==> src/rtl/mem_march_initiator_pkg.sv <==
// Shared types and defaults for the march-test initiator: default widths,
// FSM state and sweep encodings, and the frame-size helpers.
package mem_march_initiator_pkg;

    localparam int DEF_ADDR_BITS   = 5;
    localparam int DEF_DATA_BITS   = 8;
    localparam int DEF_SERIAL_BITS = 2;
    localparam int DEF_TIMEOUT     = 16;

    typedef enum logic [2:0] {
        S_IDLE, S_PRE, S_SEND, S_POST, S_WAIT_RD, S_CHECK, S_DONE
    } march_state_e;

    // Sweep 0: write P up; sweep 1: read P / write ~P up; sweep 2: read ~P down
    typedef enum logic [1:0] {
        SWEEP_WR   = 2'd0,
        SWEEP_RDWR = 2'd1,
        SWEEP_RDDN = 2'd2
    } sweep_e;

    // Frame payload {we, addr, wdata}
    function automatic int frame_bits(input int addr_bits, input int data_bits);
        return 1 + addr_bits + data_bits;
    endfunction

    // Payload rounded up to a whole number of chunks
    function automatic int pad_bits(input int fbits, input int sbits);
        return ((fbits + sbits - 1) / sbits) * sbits;
    endfunction

    // Sweep 1 alternates read (sub=0) and write (sub=1) on each address
    function automatic logic is_write(input sweep_e sw, input logic sub);
        return (sw == SWEEP_WR) || ((sw == SWEEP_RDWR) && sub);
    endfunction

endpackage

==> src/rtl/serial_frame_tx.sv <==
// serial_frame_tx: loads a padded command frame and shifts it out MSB-first,
// SERIAL_BITS per cycle. A load on the cycle 'last' is high chains the next
// frame with no idle gap.
module serial_frame_tx #(
    parameter int FRAME_BITS  = 14,
    parameter int SERIAL_BITS = 2
) (
    input  logic                   clk,
    input  logic                   rst_n,
    input  logic                   load,
    input  logic [FRAME_BITS-1:0]  frame,
    output logic [SERIAL_BITS-1:0] tx_data,
    output logic                   tx_valid,
    output logic                   tx_start,
    output logic                   last
);
    localparam int CHUNKS = FRAME_BITS / SERIAL_BITS;
    localparam int CW     = $clog2(CHUNKS + 1);

    logic [FRAME_BITS-1:0] shreg;
    logic [CW-1:0]         cnt;

    assign last = tx_valid && (cnt == CW'(CHUNKS - 1));

    // Chunk shifter: first chunk goes straight to the output on load
    always_ff @(posedge clk or negedge rst_n) begin
        if (!rst_n) begin
            shreg    <= '0;
            cnt      <= '0;
            tx_data  <= '0;
            tx_valid <= 1'b0;
            tx_start <= 1'b0;
        end else if (load) begin
            tx_data  <= frame[FRAME_BITS-1 -: SERIAL_BITS];
            shreg    <= frame << SERIAL_BITS;
            cnt      <= '0;
            tx_valid <= 1'b1;
            tx_start <= 1'b1;
        end else if (tx_valid) begin
            tx_start <= 1'b0;
            if (last) begin
                tx_valid <= 1'b0;
                tx_data  <= '0;
            end else begin
                tx_data <= shreg[FRAME_BITS-1 -: SERIAL_BITS];
                shreg   <= shreg << SERIAL_BITS;
                cnt     <= cnt + 1'b1;
            end
        end
    end

endmodule

==> src/rtl/mem_march_initiator.sv <==
// mem_march_initiator: on-chip march test over the serial memory protocol.
// Sweeps: write P ascending; read P then write ~P ascending; read ~P
// descending. Reports done/pass, a saturating error count and the first
// failing address. Build option WRITE_GUARD_EN: one idle cycle before and
// after every write frame (PRE/POST become real states); otherwise PRE/POST
// and the op advance are folded into the transition that leaves the
// previous state, so frames run back to back.
module mem_march_initiator
    import mem_march_initiator_pkg::*;
#(
    parameter int ADDR_BITS   = DEF_ADDR_BITS,
    parameter int DATA_BITS   = DEF_DATA_BITS,
    parameter int SERIAL_BITS = DEF_SERIAL_BITS,
    parameter int TIMEOUT     = DEF_TIMEOUT
) (
    input  logic                   clk,
    input  logic                   rst_n,
    input  logic                   start,
    input  logic [DATA_BITS-1:0]   pattern,
    output logic [SERIAL_BITS-1:0] tx_data,
    output logic                   tx_valid,
    output logic                   tx_start,
    input  logic [SERIAL_BITS-1:0] rx_data,
    input  logic                   rx_valid,
    output logic                   busy,
    output logic                   done,
    output logic                   pass,
    output logic [7:0]             err_count,
    output logic [ADDR_BITS-1:0]   fail_addr
);
    localparam int FRAME_BITS = frame_bits(ADDR_BITS, DATA_BITS);
    localparam int PAD_BITS   = pad_bits(FRAME_BITS, SERIAL_BITS);
    localparam int RX_CHUNKS  = DATA_BITS / SERIAL_BITS;
    localparam int RW         = $clog2(RX_CHUNKS + 1);
    localparam int TW         = $clog2(TIMEOUT + 1);
`ifdef WRITE_GUARD_EN
    localparam bit GUARD = 1'b1;
`else
    localparam bit GUARD = 1'b0;
`endif
    localparam logic [ADDR_BITS-1:0] ADDR_MAX = '1;

    march_state_e         state;
    sweep_e               sweep_q, nxt_sweep, ld_sweep;
    logic [ADDR_BITS-1:0] addr_q, nxt_addr, ld_addr;
    logic                 sub_q, nxt_sub, ld_sub, finished;
    logic [DATA_BITS-1:0] pat_q, ld_pat, ld_wdata, rd_word, exp_word;
    logic [RW-1:0]        rcnt;
    logic [TW-1:0]        tcnt;
    logic                 timed_out, chk_err;
    logic                 ld_we, cur_we, adv, enter, tx_load, tx_last;
    logic [7:0]           err_next;
    logic [PAD_BITS-1:0]  ld_frame;

    assign cur_we   = is_write(sweep_q, sub_q);
    assign exp_word = (sweep_q == SWEEP_RDWR) ? pat_q : ~pat_q;
    assign chk_err  = timed_out || (rd_word != exp_word);

    // Successor of the current op; 'finished' flags the last op of the test
    always_comb begin
        nxt_sweep = sweep_q;
        nxt_addr  = addr_q;
        nxt_sub   = 1'b0;
        finished  = 1'b0;
        case (sweep_q)
            SWEEP_WR: begin
                if (addr_q == ADDR_MAX) nxt_sweep = SWEEP_RDWR;
                nxt_addr = addr_q + 1'b1;
            end
            SWEEP_RDWR: begin
                if (!sub_q) nxt_sub = 1'b1;
                else if (addr_q == ADDR_MAX) nxt_sweep = SWEEP_RDDN;
                else nxt_addr = addr_q + 1'b1;
            end
            default: begin
                if (addr_q == '0) finished = 1'b1;
                else nxt_addr = addr_q - 1'b1;
            end
        endcase
    end

    // Frame to load: first op on start, held op in PRE, otherwise the successor
    always_comb begin
        ld_sweep = nxt_sweep;
        ld_addr  = nxt_addr;
        ld_sub   = nxt_sub;
        ld_pat   = pat_q;
        if (state == S_IDLE || state == S_DONE) begin
            ld_sweep = SWEEP_WR;
            ld_addr  = '0;
            ld_sub   = 1'b0;
            ld_pat   = pattern;
        end else if (state == S_PRE) begin
            ld_sweep = sweep_q;
            ld_addr  = addr_q;
            ld_sub   = sub_q;
        end
        ld_we    = is_write(ld_sweep, ld_sub);
        ld_wdata = !ld_we ? '0 : (ld_sweep == SWEEP_WR) ? ld_pat : ~ld_pat;
        ld_frame = PAD_BITS'({ld_we, ld_addr, ld_wdata});
    end

    // Op advance points and serializer load decision
    always_comb begin
        adv     = (state == S_SEND && tx_last && cur_we && !GUARD) ||
                  state == S_POST || state == S_CHECK;
        enter   = (start && (state == S_IDLE || state == S_DONE)) || adv;
        tx_load = (state == S_PRE) ||
                  (enter && !(adv && finished) && !(ld_we && GUARD));
    end

    // Saturating error count as it will be after this cycle
    always_comb begin
        err_next = err_count;
        if (state == S_CHECK && chk_err && err_count != 8'hFF)
            err_next = err_count + 8'd1;
    end

    serial_frame_tx #(
        .FRAME_BITS  (PAD_BITS),
        .SERIAL_BITS (SERIAL_BITS)
    ) u_tx (
        .clk      (clk),
        .rst_n    (rst_n),
        .load     (tx_load),
        .frame    (ld_frame),
        .tx_data  (tx_data),
        .tx_valid (tx_valid),
        .tx_start (tx_start),
        .last     (tx_last)
    );

    // Test sequencer: op tracking, response deserializer, checker, status
    always_ff @(posedge clk or negedge rst_n) begin
        if (!rst_n) begin
            state     <= S_IDLE;
            sweep_q   <= SWEEP_WR;
            addr_q    <= '0;
            sub_q     <= 1'b0;
            pat_q     <= '0;
            rd_word   <= '0;
            rcnt      <= '0;
            tcnt      <= '0;
            timed_out <= 1'b0;
            busy      <= 1'b0;
            done      <= 1'b0;
            pass      <= 1'b0;
            err_count <= '0;
            fail_addr <= '0;
        end else begin
            case (state)
                S_IDLE, S_DONE: if (start) begin
                    busy      <= 1'b1;
                    done      <= 1'b0;
                    pass      <= 1'b0;
                    err_count <= '0;
                    fail_addr <= '0;
                    pat_q     <= pattern;
                    sweep_q   <= SWEEP_WR;
                    addr_q    <= '0;
                    sub_q     <= 1'b0;
                    state     <= tx_load ? S_SEND : S_PRE;
                end
                S_PRE: state <= S_SEND;
                S_SEND: if (tx_last) begin
                    if (!cur_we) begin
                        state     <= S_WAIT_RD;
                        rcnt      <= '0;
                        tcnt      <= '0;
                        timed_out <= 1'b0;
                    end else if (GUARD) begin
                        state <= S_POST;
                    end
                end
                S_WAIT_RD: begin
                    // timer restarts on every chunk; a timeout drops any partial word
                    if (rx_valid) begin
                        rd_word <= (rd_word << SERIAL_BITS) | DATA_BITS'(rx_data);
                        tcnt    <= '0;
                        if (rcnt == RW'(RX_CHUNKS - 1)) state <= S_CHECK;
                        else rcnt <= rcnt + 1'b1;
                    end else if (tcnt == TW'(TIMEOUT - 1)) begin
                        timed_out <= 1'b1;
                        state     <= S_CHECK;
                    end else begin
                        tcnt <= tcnt + 1'b1;
                    end
                end
                S_CHECK: begin
                    err_count <= err_next;
                    if (chk_err && err_count == 8'd0) fail_addr <= addr_q;
                end
                default: ;
            endcase
            if (adv) begin
                if (finished) begin
                    state <= S_DONE;
                    busy  <= 1'b0;
                    done  <= 1'b1;
                    pass  <= (err_next == 8'd0);
                end else begin
                    sweep_q <= nxt_sweep;
                    addr_q  <= nxt_addr;
                    sub_q   <= nxt_sub;
                    state   <= tx_load ? S_SEND : S_PRE;
                end
            end
        end
    end

endmodule

==> config.mk <==
export PLATFORM = sky130hd
export DESIGN_NAME = mem_march_initiator
export DESIGN_NICKNAME = d
export VERILOG_FILES = /design/src/rtl/mem_march_initiator_pkg.sv /design/src/rtl/serial_frame_tx.sv /design/src/rtl/mem_march_initiator.sv
export SDC_FILE = /design/constraint.sdc
export NUM_CORES = 1
export LEC_CHECK = 0
export CORE_ASPECT_RATIO = 0.6
export CORE_MARGIN = 2
export CORE_UTILIZATION = 63
export CTS_CLUSTER_SIZE = 20
export DETAILED_ROUTE_END_ITERATION = 10
export PLACE_DENSITY_LB_ADDON = 0.2
export SYNTH_ARGS = -nofsm -noshare
export SYNTH_HDL_FRONTEND = slang
export SYNTH_SLANG_ARGS = --single-unit
export TNS_END_PERCENT = 5
==> constraint.sdc <==
create_clock -name clk -period 4.63 [get_ports clk]
set_clock_uncertainty 0.05 [all_clocks]
set_input_delay 0.926 -clock clk [delete_from_list [all_inputs] [get_ports clk]]
set_output_delay 0.926 -clock clk [all_outputs]
set_load 0.005 [all_outputs]
==> qor.yml <==
setup_path:
  timing.critical_path.slowest_stage_cell: "sky130_fd_sc_hd__dfrtp_1"
  path_class: "flop to flop"
  worst_case_register_to_register_setup_slack_ps: 1810
  r2r-start: "addr_q[0]"
  cp_num_buf_inv: 0
  timing.critical_path.to_type: "flop"
  cpMostUsedCell: "sky130_fd_sc_hd__o21ai_0"
  slowest_delay_ps: 480
  timing.reg2reg.worst_path_depth: 9
  crit_fanout: 8
  setup.worst_path.start_class: "flop"
  worst-endpoint-arrival_ps: 2960
  worstReg2RegEnd: "u_tx.shreg[11]"
  worstPathCellList: "ha_1 > and3_1 > ha_1 > o21ai_0 > mux2_2 > o21ai_0 > o21ai_0 > nand3_1 > o21ai_0"
  worst_path_dominant_cell_family: "compound AO/OA/AOI/OAI gates"
  critical_path_required_ps: 4770
die:
  initial_core_util: 0.642
  die_area_um2: 7370
  boundaryPins: 34
  row_count: 23
  dieWidth_um: 110
  core_footprint_um2: 6560
  chipHeight_um: 67.3
routing:
  drtAntennaViolNets: 0
  topRoutingLayerUsed: "met4"
  met3_length_um: 662
  detail_route.first_pass.iterations: 7
  post_drt_wl_per_cell_um: 16.6
  via_count: 3562
  dr.first_iter.drc_count: 412
  post_drt_via_cell_ratio: 6.11
  postRouteWirelength_um: 9660
  routed-wl-met2_um: 4060
  wl_met1_um: 4810
  post-route-drc-count: 0
placed_design:
  post-place-ws_ps: 1520
  dp.final_hpwl_um: 6650
  gp_routability_congestion: 0.926
  port_buffers: 33
  dpl_cell_area_um2: 4560
  place.detailed.instances: 567
sta:
  max_slew_margin: 0.219
  final.setup.worst_slack_ps: 1810
  hold_violations: 0
  period_minus_slack_ps: 2820
  timing_max_transition_violations_final: 0
  worst_slew_pin_slew_ps: 1170
  final.setup.tns_ps: 0
  grt_setup_unrepaired: "false"
  min_period_over_period: 0.609
  finalSetupViolations: 0
  fmaxAchievable_mhz: 354
min_path:
  hold_path_startpoint: "done"
  worst_hold_path.num_cells: 2
  hold_crit_endpoint: "done"
  holdCritPathClass: "flop to flop"
clocking:
  htree_levels: 3
  cts_inserted_buffers: 9
  post_cts_resized: 0
  clock_tree_from_tritoncts: "done"
  ctsLongestPathBuffers: 2
  cts_hold_repair.buffers: 0
  cts_sinks: 71
  clkTransAtPathRegs_ps: 80
  clk_root_buffer_cell: "sky130_fd_sc_hd__clkbuf_8"
  clkLatencyLatePin_ps: 350
  post_cts.repair.setup_buffers: 0
synth:
  mappedNetlistNets: 493
  yosysSeqAreaShare: 0.422
  number_of_enable_type_register_cells_in_the_synthesized_netlist: 0
  syn_area_cell_um2: 9.02
  ys.warnings.count: 0
  synth_instances: 467
  dominantRegCellSynth: "sky130_fd_sc_hd__dfrtp_1"
  syn-cell-area_um2: 4210
  synth_async_sr_flop_share: 1.00
  yosys_register_bits: 71
  synthDistinctLibCells: 62
pwr:
  p_comb_frac: 0.200
  power.static_leakage_nw: 2.15
  seqPwrFrac: 0.472
  power.share.clock: 0.327
  peak_vdd_ir_uv: 212
  p_int_mw: 1.11
  pwr_density_cell_nw_per_um2: 334
  design_power_total_mw: 1.60
  switching_share_of_power: 0.303
  p_sw_uw: 483
final_layout:
  finalNonFillerCells: 583
  design_area_um2: 4770
  layout-drive-gt1-share: 0.101
  area.growth.synth_to_final_pct: 13.3
  final_antenna_diode_count: 0
  final_nets: 517
global_route:
  grt_overflow: 0
  maximum_number_of_pins_on_one_net_before_global_route_repair: 39
  gr-usage-all-layers: 0.282
  via_count_of_the_first_global_routing_pass: 3209
  number_of_antenna_violations_at_the_first_check_in_global_routing: 0
  wire_length_of_the_first_global_routing_pass_um: 15800
status:
  run_status: "completed"
flow_run:
  max-cap-violations: 0
-- layout make-up --
class	instances	area [um2]
Multi-Input combinational cell	348	2230
Fill cell	535	1790
Sequential cell	71	1780
Timing Repair Buffer	37	355
Clock buffer	12	155
Tap cell	87	109
Inverter	24	90.1
Clock inverter	4	52.6
-- cells in the final DEF, fill, tap and decap left out, drive strengths merged, types with 10 or more instances in the layout --
| master | count |
|---|---|
| mux2i | 22 |
| o21ai | 42 |
| xnor2 | 12 |
| nand3 | 36 |
| ha | 12 |
| nand2 | 70 |
| nor3 | 10 |
| clkbuf | 12 |
| a21oi | 18 |
| clkdlybuf4s50 | 32 |
| inv | 25 |
| dfrtp | 71 |
| nor2 | 24 |
-- metrics by stage --
stage                     hold slack, ps  utilization
final                                434        0.727
after global routing                 461        0.727
after CTS                            435        0.727
after detailed placement             416        0.695
after global placement               411        0.695
after floorplan                      393            -
-- how the worst max path moves through the flow --
stage	start	to	slack, ps	depth (start not counted)
finish	addr_q[0]	u_tx.shreg[11]	1810	9
global route	addr_q[0]	u_tx.shreg[11]	1550	9
CTS	addr_q[0]	u_tx.tx_data[0]	1810	8
detailed placement	start	state[2]	1520	7
global placement	start	state[2]	1590	7
floorplan	rx_valid	state[2]	2130	7
-- cells by family (layout without fill, tap and decap cells) --
group	count (synthesis)	count (layout)	synth area share
xor+xnor	19	19	0.0395
compound gates	102	102	0.158
fa+ha+maj	13	13	0.0380
simple gates	183	183	0.216
flops	71	71	0.422
buf+inv	48	77	0.0499
mux	31	31	0.0764
-- cells in the mapped netlist (4+ instances only) --
cell | count | area share
sky130_fd_sc_hd__a31oi_1 | 8 | 0.012
sky130_fd_sc_hd__dfrtp_1 | 71 | 0.42
sky130_fd_sc_hd__ha_1 | 12 | 0.036
sky130_fd_sc_hd__a21oi_1 | 17 | 0.020
sky130_fd_sc_hd__nor3_1 | 10 | 0.012
sky130_fd_sc_hd__nand2_1 | 70 | 0.062
sky130_fd_sc_hd__mux2_2 | 9 | 0.024
sky130_fd_sc_hd__clkbuf_1 | 13 | 0.012
sky130_fd_sc_hd__mux2i_1 | 22 | 0.052
sky130_fd_sc_hd__nand3_1 | 35 | 0.042
sky130_fd_sc_hd__and3_1 | 6 | 0.0089
sky130_fd_sc_hd__xor2_1 | 7 | 0.015
sky130_fd_sc_hd__buf_2 | 6 | 0.0071
sky130_fd_sc_hd__xnor2_1 | 12 | 0.025
sky130_fd_sc_hd__o21ai_1 | 19 | 0.023
sky130_fd_sc_hd__nor2_1 | 23 | 0.021
sky130_fd_sc_hd__nand2b_1 | 5 | 0.0074
sky130_fd_sc_hd__inv_1 | 21 | 0.019
sky130_fd_sc_hd__nand4_1 | 4 | 0.0059
sky130_fd_sc_hd__o22ai_1 | 4 | 0.0059
sky130_fd_sc_hd__o211ai_1 | 6 | 0.011
sky130_fd_sc_hd__or3_1 | 7 | 0.010
sky130_fd_sc_hd__o21ai_0 | 23 | 0.027
-- routing by layer --
| metal | vias up | track usage |
|---|---|---|
| met5 | - | 0 |
| li1 | 1712 | - |
| met1 | 1694 | 0.435 |
| met2 | 144 | 0.397 |
| met4 | 0 | 0.0775 |
| met3 | 12 | 0.0627 |
-- state kept, by name, indices dropped and copies added, names as in the netlist, 3 cells and up --
name and cells:
rd_word 8, state 3, pat_q 8, rcnt 3, err_count 8, addr_q 5
tcnt 5, u_tx.shreg 12, fail_addr 5, u_tx.cnt 3
-- worst register-to-register path, stage by stage, from the launching register on --
cell                      delay [ps]
sky130_fd_sc_hd__dfrtp_1         480
sky130_fd_sc_hd__ha_1            270
sky130_fd_sc_hd__and3_1          200
sky130_fd_sc_hd__ha_1            250
sky130_fd_sc_hd__o21ai_0         460
sky130_fd_sc_hd__mux2_2          400
sky130_fd_sc_hd__o21ai_0         210
sky130_fd_sc_hd__o21ai_0         130
sky130_fd_sc_hd__nand3_1         110
sky130_fd_sc_hd__o21ai_0          90
-- power by group through the flow --
stage | Clock [mW] | Sequential [mW] | Combinational, mW
3_3_place_gp | 0 | 0.760 | 0.310
2_1_floorplan | 0 | 0.741 | 0.234
4_1_cts | 0.529 | 0.752 | 0.322
6_report | 0.522 | 0.753 | 0.320
5_1_grt | 0.558 | 0.762 | 0.359
3_5_place_dp | 0 | 0.764 | 0.318
(Power assumes the default switching activity.)
